<file path="config.mk">
export PLATFORM = sky130hd
export DESIGN_NAME = dmem_arbiter
export DESIGN_NICKNAME = d
export VERILOG_FILES = /design/src/rtl/dmem_arbiter_pkg.sv /design/src/rtl/dmem_arb_pick.sv /design/src/rtl/dmem_arbiter.sv
export SDC_FILE = /design/constraint.sdc
export NUM_CORES = 1
export LEC_CHECK = 0
export BUFFER_PORTS_ARGS = -buffer_cell sky130_fd_sc_hd__buf_2
export CAP_MARGIN = 5
export CORE_ASPECT_RATIO = 0.75
export CORE_MARGIN = 2
export CORE_UTILIZATION = 39
export CTS_CLUSTER_DIAMETER = 150
export DETAILED_ROUTE_END_ITERATION = 7
export PLACE_DENSITY = 0.81
export REMOVE_ABC_BUFFERS = 1
export SETUP_SLACK_MARGIN = 0.3
export SKIP_LAST_GASP = 1
export SYNTH_ARGS = -nofsm -noshare
export SYNTH_HDL_FRONTEND = slang
export SYNTH_SLANG_ARGS = --single-unit
</file>
<file path="constraint.sdc">
create_clock -name clk_i -period 1.8 [get_ports clk_i]
set_input_delay 0.09 -clock clk_i [delete_from_list [all_inputs] [get_ports clk_i]]
set_output_delay 0.09 -clock clk_i [all_outputs]
set_load 0.01 [all_outputs]
</file>
<file path="src/rtl/dmem_arbiter_pkg.sv">
// Shared definitions for the data-memory arbiter: FSM state codes, port
// indices, funct3 access-size codes and a small grant helper.
package dmem_arbiter_pkg;

  typedef enum logic [1:0] {
    ARB_IDLE  = 2'd0,
    ARB_ISSUE = 2'd1,
    ARB_WAIT  = 2'd2,
    ARB_RESP  = 2'd3
  } arb_state_e;

  // Requester indices into the one-hot grant vector
  localparam int PORT_CPU = 0;
  localparam int PORT_DBG = 1;

  // funct3 size/sign codes carried on the mask lines
  localparam logic [2:0] F3_LB  = 3'b000;
  localparam logic [2:0] F3_LH  = 3'b001;
  localparam logic [2:0] F3_LW  = 3'b010;
  localparam logic [2:0] F3_LBU = 3'b100;
  localparam logic [2:0] F3_LHU = 3'b101;
  localparam logic [2:0] F3_SB  = 3'b000;
  localparam logic [2:0] F3_SH  = 3'b001;
  localparam logic [2:0] F3_SW  = 3'b010;

  // One-hot grant for a port index (0 -> 2'b01, 1 -> 2'b10)
  function automatic logic [1:0] port_onehot(input logic idx);
    return idx ? 2'b10 : 2'b01;
  endfunction

endpackage

</file>
<file path="src/rtl/dmem_arb_pick.sv">
// Combinational winner selection for the two data-memory requesters.
// With rr_en_i low port 0 always wins a collision; with rr_en_i high the
// port that was not granted last (last_i holds its index) wins.
module dmem_arb_pick
  import dmem_arbiter_pkg::*;
(
  input  logic [1:0] req_i,
  input  logic       last_i,
  input  logic       rr_en_i,
  output logic [1:0] grant_o
);

  // Single requester takes it; a collision goes to the fixed or rotating favourite
  always_comb begin
    grant_o = 2'b00;
    case (req_i)
      2'b01:   grant_o = port_onehot(1'b0);
      2'b10:   grant_o = port_onehot(1'b1);
      2'b11:   grant_o = port_onehot(rr_en_i & ~last_i);
      default: grant_o = 2'b00;
    endcase
  end

endmodule

</file>
<file path="src/rtl/dmem_arbiter.sv">
// Two-port arbiter in front of the single data-memory load/store port.
// Port 0 is the CPU load/store unit, port 1 the debug/DMA loader. One access
// is in flight at a time: IDLE picks and latches a request, ISSUE drives a
// one-cycle enable, WAIT tracks the memory busy line (with a timeout), RESP
// pulses the winner's ack with read data or an error.
// Build option: define DMEM_ARB_RR_EN for round-robin contention resolution;
// without it port 0 has fixed priority.
module dmem_arbiter
  import dmem_arbiter_pkg::*;
#(
  parameter int ADDR_W  = 32,
  parameter int TIMEOUT = 16
) (
  input  logic              clk_i,
  input  logic              rst_i,
  input  logic              p0_req_i,
  input  logic              p0_we_i,
  input  logic [ADDR_W-1:0] p0_addr_i,
  input  logic [31:0]       p0_wdata_i,
  input  logic [2:0]        p0_mask_i,
  output logic              p0_ack_o,
  output logic [31:0]       p0_rdata_o,
  output logic              p0_err_o,
  output logic              p0_stall_o,
  input  logic              p1_req_i,
  input  logic              p1_we_i,
  input  logic [ADDR_W-1:0] p1_addr_i,
  input  logic [31:0]       p1_wdata_i,
  input  logic [2:0]        p1_mask_i,
  output logic              p1_ack_o,
  output logic [31:0]       p1_rdata_o,
  output logic              p1_err_o,
  output logic              p1_stall_o,
  output logic              mem_r_ena_o,
  output logic              mem_w_ena_o,
  output logic [ADDR_W-1:0] mem_addr_o,
  output logic [31:0]       mem_wdata_o,
  output logic [2:0]        mem_mask_o,
  input  logic [31:0]       mem_rdata_i,
  input  logic              mem_busy_i,
  output logic [1:0]        grant_o
);

  localparam int               CNT_W    = $clog2(TIMEOUT + 1);
  localparam logic [CNT_W-1:0] CNT_LAST = CNT_W'(TIMEOUT - 1);

`ifdef DMEM_ARB_RR_EN
  localparam logic RR_EN = 1'b1;
`else
  localparam logic RR_EN = 1'b0;
`endif

  arb_state_e        state_q, state_d;
  logic [1:0]        grant_q, grant_d;
  logic              last_q, last_d;
  logic              seen_busy_q, seen_busy_d;
  logic [CNT_W-1:0]  cnt_q, cnt_d;
  logic              err_q, err_d;
  logic              we_q, we_d;
  logic [ADDR_W-1:0] addr_q, addr_d;
  logic [31:0]       wdata_q, wdata_d;
  logic [31:0]       rdata_q, rdata_d;
  logic [2:0]        mask_q, mask_d;
  logic [1:0]        pick_gnt;
  logic              pick_dbg;
  logic              in_resp;

  dmem_arb_pick u_pick (
    .req_i   ({p1_req_i, p0_req_i}),
    .last_i  (last_q),
    .rr_en_i (RR_EN),
    .grant_o (pick_gnt)
  );

  assign pick_dbg = pick_gnt[PORT_DBG];

  // Next-state and next-payload selection for the IDLE/ISSUE/WAIT/RESP sequence
  always_comb begin
    state_d     = state_q;
    grant_d     = grant_q;
    last_d      = last_q;
    seen_busy_d = seen_busy_q;
    cnt_d       = cnt_q;
    err_d       = err_q;
    we_d        = we_q;
    addr_d      = addr_q;
    wdata_d     = wdata_q;
    mask_d      = mask_q;
    rdata_d     = rdata_q;

    case (state_q)
      ARB_IDLE: begin
        // A busy memory here means an access abandoned by reset is still
        // draining; nothing new may be issued until it finishes.
        if (!mem_busy_i && (p0_req_i || p1_req_i)) begin
          grant_d     = pick_gnt;
          we_d        = pick_dbg ? p1_we_i    : p0_we_i;
          addr_d      = pick_dbg ? p1_addr_i  : p0_addr_i;
          wdata_d     = pick_dbg ? p1_wdata_i : p0_wdata_i;
          mask_d      = pick_dbg ? p1_mask_i  : p0_mask_i;
          seen_busy_d = 1'b0;
          cnt_d       = '0;
          err_d       = 1'b0;
          rdata_d     = '0;
          state_d     = ARB_ISSUE;
        end
      end

      ARB_ISSUE: begin
        state_d = ARB_WAIT;
      end

      ARB_WAIT: begin
        cnt_d = cnt_q + CNT_W'(1);
        if (mem_busy_i) begin
          seen_busy_d = 1'b1;
        end
        // A completion seen on the last allowed cycle still counts as success
        if (seen_busy_q && !mem_busy_i) begin
          rdata_d = we_q ? 32'h0 : mem_rdata_i;
          err_d   = 1'b0;
          state_d = ARB_RESP;
        end else if (cnt_q == CNT_LAST) begin
          rdata_d = 32'h0;
          err_d   = 1'b1;
          state_d = ARB_RESP;
        end
      end

      ARB_RESP: begin
        last_d  = grant_q[PORT_DBG];
        grant_d = 2'b00;
        state_d = ARB_IDLE;
      end

      default: begin
        state_d = ARB_IDLE;
        grant_d = 2'b00;
      end
    endcase
  end

  // Control registers: FSM state, owner, round-robin pointer, timeout tracking
  always_ff @(posedge clk_i) begin
    if (rst_i) begin
      state_q     <= ARB_IDLE;
      grant_q     <= 2'b00;
      last_q      <= 1'b1;
      seen_busy_q <= 1'b0;
      cnt_q       <= '0;
      err_q       <= 1'b0;
    end else begin
      state_q     <= state_d;
      grant_q     <= grant_d;
      last_q      <= last_d;
      seen_busy_q <= seen_busy_d;
      cnt_q       <= cnt_d;
      err_q       <= err_d;
    end
  end

  // Latched access payload; cleared on reset so the memory-side outputs read zero
  always_ff @(posedge clk_i) begin
    if (rst_i) begin
      we_q    <= 1'b0;
      addr_q  <= '0;
      wdata_q <= '0;
      mask_q  <= '0;
      rdata_q <= '0;
    end else begin
      we_q    <= we_d;
      addr_q  <= addr_d;
      wdata_q <= wdata_d;
      mask_q  <= mask_d;
      rdata_q <= rdata_d;
    end
  end

  assign in_resp     = (state_q == ARB_RESP);

  assign mem_r_ena_o = (state_q == ARB_ISSUE) & ~we_q;
  assign mem_w_ena_o = (state_q == ARB_ISSUE) &  we_q;
  assign mem_addr_o  = addr_q;
  assign mem_wdata_o = wdata_q;
  assign mem_mask_o  = mask_q;
  assign grant_o     = grant_q;

  assign p0_ack_o    = in_resp & grant_q[PORT_CPU];
  assign p1_ack_o    = in_resp & grant_q[PORT_DBG];
  assign p0_rdata_o  = p0_ack_o ? rdata_q : 32'h0;
  assign p1_rdata_o  = p1_ack_o ? rdata_q : 32'h0;
  assign p0_err_o    = p0_ack_o & err_q;
  assign p1_err_o    = p1_ack_o & err_q;
  assign p0_stall_o  = p0_req_i & ~p0_ack_o;
  assign p1_stall_o  = p1_req_i & ~p1_ack_o;

endmodule

</file>
### Yosys cells after proc, flatten, opt, wreduce, memory -nomap -nowiden

Cells that the tools add are included.

| operators by class | value |
|---|---|
| $add $sub $neg | 1 |
| equality and inequality tests | 10 |
| muxes and demuxes | 26 |
| bitwise operators | 11 |
| reductions and logical operators | 14 |

Operator list:

| cell | count |
|---|---|
| $mux 32 | 8 |
| $pmux 32 s2 | 1 |
| $pmux 5 s2 | 1 |
| $and 1x1->1 | 8 |
| $eq 2x2->1 const B | 4 |
| $mux 2 | 4 |
| $pmux 2 s2 | 2 |
| $pmux 2 s4 | 1 |
| $reduce_and 2->1 | 4 |
| $reduce_and 3->1 | 2 |
| $add 5x1->5 const B | 1 |
| $eq 5x4->1 const B | 1 |
| $mux 1 | 5 |
| $mux 5 | 1 |
| $eq 2x1->1 const B | 2 |
| $ne 2x2->1 const B | 2 |
| $pmux 1 s2 | 2 |
| $reduce_bool 2->1 | 2 |
| $mux 3 | 1 |
| $ne 3x3->1 const B | 1 |
| $not 1->1 | 3 |
| $logic_and 1x1->1 | 2 |
| $logic_not 2->1 | 1 |
| $reduce_or 2->1 | 1 |
| other kinds (2) | 2 |

| storage, ports and cells | value |
|---|---|
| bits in registers | 111 |
| input bits | 173 |
| output and inout bits | 141 |
| word-level logic and storage cells | 72 |

### Logic depth before layout (Yosys ltp)

Gate-level depths: netlist of run 1.

| logic depth | value |
|---|---|
| word-level depth | 5 |
| gate-level depth with buffers | 8 |
| mapped depth without buffers | 7 |

### Modules after synthesis

From an unflattened synthesis of run 1, not the netlist that was laid out.

| second synthesis, totals | value |
|---|---|
| cells, all modules | 607 |
| area total of the unflattened synthesis | 5614.1 µm² |

By module, submodules not included:

| module | times used | cells an instance | area each (µm²) | seq. area each (µm²) |
|---|---|---|---|---|
| dmem_arbiter | 1 | 603 | 5584.1 | 2242.2 |
| dmem_arb_pick | 1 | 4 | 30.0 | 0.0 |

### Worst setup path before layout of run 1

No wires, ideal clock.

| timing path | value |
|---|---|
| path kind | register -> register |
| from | reg state_q[0] |
| to | reg addr_q[24], in the netlist mem_addr_o[24] |
| library setup time | 138 ps |
| arrival time | 1550 ps |
| required time | 1662 ps |
| slack | 113 ps |
| cell stages (with the launch flop) | 9 |
| path through | dfxtp_1 inv_1 ha_1 buf_2 inv_2 nor2_4 buf_2 clkbuf_1 a211oi_1 |

| on the way | value |
|---|---|
| word-level cells in the longest chain between the ends | 2 |

Ends and longest elaborated chain:

| item | line | text |
|---|---|---|
| start: declaration | dmem_arbiter.sv:53 | `arb_state_e state_q, state_d;` |
| start signal: assignment | dmem_arbiter.sv:153 | `state_q <= state_d;` |
| $logic_not 2->1 | dmem_arbiter.sv:91 | `case (state_q)` |
| $reduce_and 2->1 (no source line) | - |  |
| end signal: assignment | dmem_arbiter.sv:172 | `addr_q <= addr_d;` |
| end: declaration | dmem_arbiter.sv:60 | `logic [ADDR_W-1:0] addr_q, addr_d;` |

Every way passes these cells.
A chain may end at the register's enable or synchronous reset.

### Worst setup path after layout of run 1

| timing path | value |
|---|---|
| from | reg state_q[0] |
| to | reg rdata_q[31] |

| on the way | value |
|---|---|
| word-level cells in the longest chain between the ends | 3 |
| elaborated cells on any way between the ends | 7 |
| classes of those cells | eq/ne (3); mux (1); reduce/logical (3) |

Ends and longest elaborated chain:

| item | line | text |
|---|---|---|
| $eq 2x2->1 / $logic_not 2->1 (equally long branches) | dmem_arbiter.sv:91 |  |
| $ne 3x3->1 (no source line) (tied with other cells) | - |  |
| $reduce_and 3->1 (no source line) | - |  |
| end signal: assignment | dmem_arbiter.sv:175 | `rdata_q <= rdata_d;` |
| end: declaration | dmem_arbiter.sv:62 | `logic [31:0] rdata_q, rdata_d;` |

Parallel ways exist; a longest one is shown, timed or not.

==> results of run 1 <==
## state kept, by name, summed over array words and instances (netlist names)
name / flops
grant_o: 2
seen_busy_q: 1
mem_addr_o: 32
cnt_q: 5
rdata_q: 32
mem_mask_o: 3
mem_wdata_o: 32
err_q: 1
state_q: 2
we_q: 1
## through the flow
step | instance area [um2] | setup WS (ns) | TNS [ns]
6_report | 9370 | 0.110 | 0
5_1_grt | 9370 | 0.0256 | 0
4_1_cts | 8600 | 0.118 | 0
3_5_place_dp | 6880 | -0.318 | -8.15
3_3_place_gp | 6880 | -0.277 | -7.11
2_1_floorplan | 4850 | -1.30 | -109.41
## placed cells by master, fill, tap and decap left out, types with 2 or more instances in the layout
master,netlist,routed
nor3_2,0,2
diode_2,0,2
buf_16,0,19
and2_4,0,4
mux2i_1,69,69
clkbuf_16,0,17
nand3b_1,2,2
inv_2,1,2
a21oi_1,7,7
ha_4,0,5
nand3_1,2,2
nor2b_1,4,3
buf_4,0,23
dlygate4sd3_1,0,32
nand2b_1,5,3
and3_4,0,3
inv_6,0,3
and3_1,67,64
buf_6,6,14
dfxtp_1,111,106
a22o_1,34,34
nand2b_4,0,2
inv_1,5,2
buf_12,0,13
a211oi_2,0,57
nor2_2,0,19
inv_4,0,2
dfxtp_4,0,2
a211oi_1,70,13
nor2_1,75,14
dfxtp_2,0,3
nor2_4,1,43
buf_2,12,309
## report_power, final
part	total, mW	switching (mW)	leakage, nW	internal [mW]
Combinational	5.65	2.71	3.74	2.94
Sequential	3.31	0.416	0.911	2.90
Clock	1.98	0.981	0.142	1.00
## area by class of cell
cell class	instances	area, um2
diodes	2	5.00
clock buffers	10	239
clock inverters	6	50.0
fillers	869	3520
inverters	6	27.5
multi-input cells	363	3400
flip-flops and latches	111	2230
well taps	171	214
repair buffers	419	3200
## worst min-delay path by stage
stage | from | endpoint | slack [ns] | cells after the start
2_1_floorplan | rst_i | cnt_q[2]$_SDFFE_PP0P_ | 0.16 | 1
3_3_place_gp | mem_rdata_i[31] | rdata_q[31]$_SDFFE_PP0P_ | 0.31 | 2
3_5_place_dp | mem_rdata_i[24] | rdata_q[24]$_SDFFE_PP0P_ | 0.31 | 2
4_1_cts | p1_wdata_i[27] | mem_wdata_o[27]$_SDFFE_PP0P_ | 0.07 | 3
5_1_grt | p1_wdata_i[22] | mem_wdata_o[22]$_SDFFE_PP0P_ | 0.08 | 3
6_report | p1_addr_i[12] | mem_addr_o[12]$_SDFFE_PP0P_ | 0.08 | 3
## critical path: cells and delay by family, from the launching register on
kind	cells	cell delay, ns
AOI/OAI and AO/OA	2	0.29
adders and majority gates	1	0.26
DFF	1	0.33
buffers and inverters	3	0.47
and+or+nand+nor	2	0.28
## layer usage
metal / share of wire (%) / up-vias / GRT usage [%]
met1: 38 / 2833 / 29.1
met2: 51 / 254 / 45.2
met5: 0.061 / - / 0
met3: 8.1 / 37 / 8.90
li1: - / 2721 / -
met4: 2.1 / 2 / 9.46
## cells by family after synthesis
| logic type | after synthesis | synth area share, % |
|---|---|---|
| DFF | 111 | 43.6 |
| AOI/OAI and AO/OA | 119 | 18.3 |
| adders and majority gates | 7 | 1.72 |
| xor gates and xnor gates | 1 | 0.172 |
| buffers and inverters | 58 | 5.44 |
| muxes | 70 | 13.8 |
| and+or+nand+nor | 166 | 17.1 |
## synth_stat cells (2+ instances only)
library cell | n | share of area [%]
mux2i_1 | 69 | 14
nand2b_1 | 5 | 0.61
dfxtp_1 | 111 | 44
a211oi_1 | 70 | 10
a22o_1 | 34 | 5.8
ha_1 | 7 | 1.7
nor2_1 | 75 | 5.5
o21ai_1 | 2 | 0.20
nor2b_1 | 4 | 0.49
nand3_1 | 2 | 0.20
clkbuf_1 | 33 | 2.4
buf_2 | 12 | 1.2
and3_1 | 67 | 8.2
a21oi_1 | 7 | 0.69
and2_1 | 4 | 0.49
inv_1 | 5 | 0.37
nor3_1 | 3 | 0.29
buf_6 | 6 | 1.3
nand3b_1 | 2 | 0.29
## repair_timing
item	in CTS	in global routing
setup buffers	22	4
hold buffers	32	0
endpoints found under the setup margin	178	183
gates resized for setup	114	126
pin swaps	58	24
hold endpoints to repair	32	0
gates cloned	18	9
==> results.cfg, run 1 <==
[synth]
synth_flop_cell = dfxtp_1
netlist_area_um2 = 5100
ys_seq_area_share_pct = 43.6
postSynthCellCount = 532
synth.distinct_cells = 33
synth_edf_count = 0
synthArstFlopShare_pct = 0
synth_seq_cells = 111
synth_area_per_cell_um2 = 9.59
synth_warnings = 0

[critical_path]
ff2ff_path_depth = 8
worstPathRequired_ns = 2.09
path_cells = inv_2 -> ha_2 -> nand2b_4 -> buf_4 -> nand3b_1 -> o21ai_4 -> clkbuf_16 -> a22o_1
slowest_stage = dfxtp_2
worstSetupStartpoint = state_q[0]$_SDFFE_PP0P_
regToRegStartpoint = state_q[0]$_SDFFE_PP0P_
critical_path_class = reg2reg
slowest_delay_ns = 0.33
r2r_slack_ns = 0.11
cp_max_fo = 8
r2r_end = rdata_q[31]$_SDFFE_PP0P_
crit_path_end = rdata_q[31]$_SDFFE_PP0P_
worstPathArrival_ns = 1.98
end_kind = register
start_kind = register

[global_routing]
grt_overflow = 0
track_usage_pct = 25.7
grt_pass1_vias = 5387
antenna_found_initial = 3
grt_max_degree = 78
grt_pass1_wl_um = 27800

[sta]
rsz0062_at_grt = true
skew_ns = 0.00980
slew_headroom_pct = 19.8
fmax_mhz = 592
fin_crit_sh_pct = 93.9
worst_pin_slew_ns = 1.20
fin_crit_ns = 1.69
hold_viol = 0
finalSetupViolCount = 0
drv_slew = 0
holdWs_ns = 0.0792

[cells_and_area]
syn_to_final_growth_pct = 83.6
fin_nets = 1090
fin_cells = 1088
drive_above_1_share_pct = 60.8
fin_util_pct = 72.7

[placed_design]
dp.cells = 985
dpl.hpwl_um = 11100
gp_congestion = 0.791
io_buffer_count = 313

[detailed_routing]
first_iter_violations = 234
routedWlPerCell_um = 19.6
postRouteAntennaNets = 0
drcViolationCount = 0
vias = 5847
via_per_inst = 5.37
firstDrtPassIters = 4
wl_um = 21300

[run]
maxCapViolations = 0

[floorplan]
start_util_pct = 39.6
die_x_um = 136
die_h_um = 103
die-area_um2 = 14000
design.core.area_um2 = 12900
io-pin-count = 314
std_cell_rows = 36

[clock_tree]
root_buffer = clkbuf_16
htreeDepth = 3
path_clk_slew_ns = 0.08
clkLatencyLatePin_ns = 0.35
cts_tree = built
clockBufferDepth = 2
clkSinkCount = 111
cts_buffers = 9

[power_and_ir_drop]
peakVddDrop_v = 0.000752
p_leak_nw = 4.80
powerDensity_nw_per_um2 = 1170
power_mw = 10.9

[worst_hold_path]
hold_class = in2reg

[outcome]
status = complete, no violations
No activity file was read; power rests on OpenSTA's default activity.
==> run 2, diff against run 1 <==
--- a/config.mk
+++ b/config.mk
@@ -12,6 +12,7 @@
 export CORE_UTILIZATION = 39
 export CTS_CLUSTER_DIAMETER = 150
 export DETAILED_ROUTE_END_ITERATION = 7
+export HOLD_SLACK_MARGIN = 0.08
 export PLACE_DENSITY = 0.81
 export REMOVE_ABC_BUFFERS = 1
 export SETUP_SLACK_MARGIN = 0.3
==> run 2 against run 1 <==
Net effect: clock skew is 0.0010 ns lower; via count is 2.5% higher; combinational power decreased by 6.7%; clock-buffer cell count unchanged.
==> results.cfg, run 2 (synthesis results as in run 1) <==
[critical_path]
critical_path_class = reg2reg
start_kind = register
worstPathRequired_ns = 1.98
cp_max_fo = 5
worstPathArrival_ns = 1.86
end_kind = register

[cells_and_area]
syn_to_final_growth_pct = 81.4
drive_above_1_share_pct = 54.4
num-fill-cells = 885
final_common_cell = buf_2
fin_nets = 1110
layout_common_cells = buf_2 (307), dfxtp_1 (106), mux2i_1 (69), and3_1 (62), dlygate4sd3_1 (53)

[sta]
hold_viol = 0
skew_ns = 0.00876
fin_crit_sh_pct = 93.4
finalSetupViolCount = 0
fmax_mhz = 595
slew_headroom_pct = 29.3
fin_setup_tns_ns = 0
worst_pin_slew_ns = 1.06
rsz0062_at_grt = true
drv_slew = 0
fin_crit_ns = 1.68

[clock_tree]
cts_tree = built
htreeDepth = 3
root_buffer = clkbuf_16
clkSinkCount = 111
path_clk_slew_ns = 0.08
clkLatencyLatePin_ns = 0.35
clockBufferDepth = 2
cts_buffers = 9

[placed_design]
gp_congestion = 0.791
io_buffer_count = 313
dpl.hpwl_um = 11100

[worst_hold_path]
hold_class = in2reg

[floorplan]
die_x_um = 136
die-area_um2 = 14000
std_cell_rows = 36
design.core.area_um2 = 12900
io-pin-count = 314
die_h_um = 103
start_util_pct = 39.6

[power_and_ir_drop]
power_mw = 10.5
p_leak_nw = 4.79
peakVddDrop_v = 0.000764
powerDensity_nw_per_um2 = 1130

[global_routing]
grt_use_met2_pct = 48.0
track_usage_pct = 27.0
grt_pass1_wl_um = 29200
met1_usage_pct = 30.3
grt_max_degree = 78
antenna_found_initial = 4
grt-busiest-layer = met2
grtUsageMet3_pct = 8.26
grt_pass1_vias = 5660
grt_overflow = 0

[detailed_routing]
first_iter_violations = 261
drcViolationCount = 0
via_per_inst = 5.41
firstDrtPassIters = 5
wl_um = 21900
postRouteAntennaNets = 0
vias = 5995
routedWlPerCell_um = 19.7

[run]
maxCapViolations = 0

[outcome]
status = complete, no violations
-- run 2: timing repair --
action / in CTS / in global routing
gates resized for setup: 114 / 56
endpoints found under the setup margin: 178 / 183
hold buffers: 53 / 0
buffers inserted: 22 / 4
hold endpoints to repair: 48 / 0
pin swaps: 58 / 6
cloned: 18 / 8
-- run 2: final timing paths --
| kind | startpoint | to | slack, ns | depth (start not counted) |
|---|---|---|---|---|
| setup / recovery | state_q[1]$_SDFFE_PP0P_ | mem_addr_o[4]$_SDFFE_PP0P_ | 0.12 | 11 |
| setup reg to reg | state_q[1]$_SDFFE_PP0P_ | mem_addr_o[4]$_SDFFE_PP0P_ | 0.12 | 11 |
| hold reg to reg | cnt_q[4]$_SDFFE_PP0P_ | cnt_q[4]$_SDFFE_PP0P_ | 0.48 | 1 |
| hold / removal | p0_wdata_i[19] | mem_wdata_o[19]$_SDFFE_PP0P_ | 0.09 | 3 |
-- run 2: through the flow --
stage / instances / hold WS [ns] / util, % / worst slack, ns / area (um2)
global placement: 985 / 0.305 / 53.4 / -0.277 / 6880
finish: 1109 / 0.0865 / 71.8 / 0.120 / 9250
floorplan: 480 / 0.159 / - / -1.30 / 4850
CTS: 1094 / 0.0803 / 68.4 / 0.118 / 8810
detailed placement: 985 / 0.310 / 53.4 / -0.318 / 6880
global route: 1109 / 0.0835 / 71.8 / 0.0602 / 9250
-- run 2: report_power, final --
group	leakage [nW]	switching, mW	internal (mW)
combinational	3.74	2.54	2.74
sequential	0.911	0.344	2.89
clock	0.142	0.965	1.00
-- run 2: layout make-up --
class | instances | area (um2) | share of cell area [%]
Sequential cell | 111 | 2230 | 24.1
Inverter | 6 | 27.5 | 0.297
Multi-Input combinational cell | 363 | 3090 | 33.4
Clock buffer | 10 | 239 | 2.58
Antenna cell | 3 | 7.51 | 0.0811
Timing Repair Buffer | 439 | 3400 | 36.7
Tap cell | 171 | 214 | 2.31
Clock inverter | 6 | 50.0 | 0.541
-- run 2: critical path, cell delays in order (launching register included) --
cell      delay [ns]
dfxtp_4         0.40
inv_4           0.05
ha_4            0.17
buf_6           0.12
inv_4           0.06
nor2_4          0.04
buf_6           0.14
buf_4           0.13
buf_6           0.11
buf_12          0.13
nor2_1          0.12
a211oi_2        0.05
-- run 2: layer usage --
metal	wire, um	vias up
met5	0	-
met3	1820	52
met1	8460	2879
met2	11000	311
li1	-	2753
met4	605	0
==> run 3, diff against run 2 <==
--- a/config.mk
+++ b/config.mk
@@ -5,15 +5,16 @@
 export SDC_FILE = /design/constraint.sdc
 export NUM_CORES = 1
 export LEC_CHECK = 0
+export ABC_AREA = 1
 export BUFFER_PORTS_ARGS = -buffer_cell sky130_fd_sc_hd__buf_2
 export CAP_MARGIN = 5
 export CORE_ASPECT_RATIO = 0.75
 export CORE_MARGIN = 2
-export CORE_UTILIZATION = 39
+export CORE_UTILIZATION = 41
 export CTS_CLUSTER_DIAMETER = 150
 export DETAILED_ROUTE_END_ITERATION = 7
 export HOLD_SLACK_MARGIN = 0.08
-export PLACE_DENSITY = 0.81
+export PLACE_DENSITY = 0.82
 export REMOVE_ABC_BUFFERS = 1
 export SETUP_SLACK_MARGIN = 0.3
 export SKIP_LAST_GASP = 1
==> run 3 against run 2 <==
Net effect: wire length up 12%; die area increased by 6.4%; total power grew 0.84%; worst hold slack worse by 0.00078 ns; critical path depth unchanged; sequential share of layout area down 1.2 points; critical path type unchanged; largest cell class is now multi-input combinational cells; largest power group unchanged; highest routed layer unchanged.
==> results.cfg, run 3 <==
[sta]
finalSetupViolCount = 0
hold_viol = 0
fmax_mhz = 579
worst_pin_slew_ns = 0.786
skew_ns = 0.00565
drv_slew = 0
slew_headroom_pct = 47.6
fin_ws_ns = 0.0736
rsz0062_at_grt = true
fin_crit_sh_pct = 95.9
holdWs_ns = 0.0857
fin_crit_ns = 1.73

[floorplan]
start_util_pct = 41.9
die_h_um = 106
die-area_um2 = 14900
io-pin-count = 314
design.core.area_um2 = 13700
die_x_um = 140
std_cell_rows = 37

[synth]
synth_area_per_cell_um2 = 6.10
synth.distinct_cells = 21
synth_common_cells = nand2_1 (422), nor2_1 (121), dfxtp_1 (111), a21oi_1 (103), inv_1 (55)
synth_flop_cell = dfxtp_1
synth_edf_count = 0
synth_top_area_share_pct = 38.9
synthTopCellsByArea = dfxtp_1 (39%), nand2_1 (28%), a21oi_1 (9.0%)
synth.most_common_cell = nand2_1
synthArstFlopShare_pct = 0
postSynthCellCount = 938
yosys.area.top_type = dfxtp_1
synth_seq_cells = 111
synth_warnings = 0
netlist_area_um2 = 5720
ys_seq_area_share_pct = 38.9

[global_routing]
grt_pass1_vias = 6630
antenna_found_initial = 0
grt_max_degree = 74
track_usage_pct = 25.4
grt_overflow = 0
grt_pass1_wl_um = 31200

[critical_path]
end_kind = register
ff2ff_path_depth = 11
path_cells = ha_4 -> nand2_2 -> nor2_2 -> ha_2 -> inv_2 -> nand3_4 -> buf_12 -> buf_16 -> nand3_1 -> nand2_1 -> nor2_1
cp_max_fo = 7
slowest_delay_ns = 0.34
slowest_stage = dfxtp_2
critical_path_class = reg2reg
worstPathArrival_ns = 1.99
worstPathRequired_ns = 2.07
start_kind = register

[detailed_routing]
vias = 7615
routedWlPerCell_um = 16.6
postRouteAntennaNets = 0
first_iter_violations = 600
via_per_inst = 5.16
drcViolationCount = 0
firstDrtPassIters = 5
wl_um = 24400

[power_and_ir_drop]
powerDensity_nw_per_um2 = 1080
p_leak_nw = 4.66
peakVddDrop_v = 0.000752

[cells_and_area]
fin_util_pct = 71.4
fin_nets = 1476
fin_area_um2 = 9750
layout_common_cells = nand2_1 (413), buf_2 (263), dfxtp_1 (107), a21oi_1 (80), nor2_1 (67)
fin_cells = 1476
syn_to_final_growth_pct = 70.6
num-fill-cells = 1036
final_common_cell = nand2_1
diodes = 0
seqCellArea_um2 = 2230
drive_above_1_share_pct = 37.2
multi_input_area_um2 = 3600

[worst_hold_path]
whs_path_depth = 5
hold_class = in2reg

[placed_design]
gp_congestion = 0.878
dp.cells = 1377
dpl-instance-area_um2 = 7370
dpl.hpwl_um = 11800
io_buffer_count = 313
post-place-ws_ns = 0.0200

[clock_tree]
root_buffer = clkbuf_16
path_clk_slew_ns = 0.07
htreeDepth = 3
cts_tree = built
clkLatencyLatePin_ns = 0.34
clockBufferDepth = 2
clkSinkCount = 111
cts_buffers = 9

[outcome]
status = complete, no violations

[run]
maxCapViolations = 0
## run 3: changes by cell type after synthesis, sizes merged, moves of 36 or more
cell	previous run	this run
a211oi	70	0
a21oi	8	103
and3	67	0
inv	6	58
mux2i	69	0
nand2	1	426
nand3	2	38
nor2	76	123
## run 3: critical path, delay by kind of cell, from the launching register on
family / cells / cell delay, ns
flops: 1 / 0.34
buf+inv: 3 / 0.40
simple gates: 6 / 0.56
fa+ha+maj: 2 / 0.32
## run 3: path summary, 6_finish.rpt
kind                           startpoint                      endpoint  slack, ns
max                 cnt_q[1]$_SDFFE_PP0P_      rdata_q[10]$_SDFFE_PP0P_       0.07
min                        p1_wdata_i[18]  mem_wdata_o[18]$_SDFFE_PP0P_       0.09
max reg2reg         cnt_q[1]$_SDFFE_PP0P_      rdata_q[10]$_SDFFE_PP0P_       0.07
min reg2reg  mem_wdata_o[18]$_SDFFE_PP0P_  mem_wdata_o[18]$_SDFFE_PP0P_       0.46
## run 3: logic make-up (layout without fill, tap and decap cells)
kind of cell             count (synthesis)  in the layout  synth area share (%)
AO/OA/AOI/OAI                          109            109                  9.72
flip-flops                             111            111                  38.9
buffers and inverters                  121            483                  9.52
AND/OR/NAND/NOR                        590            591                  40.4
adder cells (fa/ha/maj)                  7              7                  1.53
## run 3: per-layer routing
| metal | part of all wire (%) | GRT usage (%) |
|---|---|---|
| met3 | 8.2 | 5.54 |
| met4 | 6.3 | 12.0 |
| met2 | 47 | 43.1 |
| met1 | 38 | 30.8 |
| met5 | 0 | 0 |
## run 3: through the flow
stage,setup TNS [ns],total power [mW]
2_1_floorplan,-52.01,5.32
6_report,0,10.6
3_3_place_gp,0,6.37
3_5_place_dp,0,6.45
5_1_grt,0,11.2
4_1_cts,0,9.36
## run 3: power by group
group	internal (mW)	total (mW)	switching (mW)
clock	0.964	1.92	0.954
combinational	2.14	5.30	3.16
sequential	3.00	3.35	0.352
## run 3: final cells by class
class / instances / share of cell area [%]
Tap cell: 175 / 2.25
Multi-Input combinational cell: 707 / 36.9
Sequential cell: 111 / 22.9
Clock inverter: 6 / 0.552
Clock buffer: 10 / 2.35
Timing Repair Buffer: 409 / 32.7
Inverter: 58 / 2.36
## run 3: timing repair
action                                 in CTS  in global routing
gates resized for setup                    54                188
pin swaps                                   1                  7
setup endpoints to repair                 177                168
buffers inserted                            6                  3
endpoints found under the hold margin      44                  0
cloned                                      7                 12
hold buffers                               55                  0
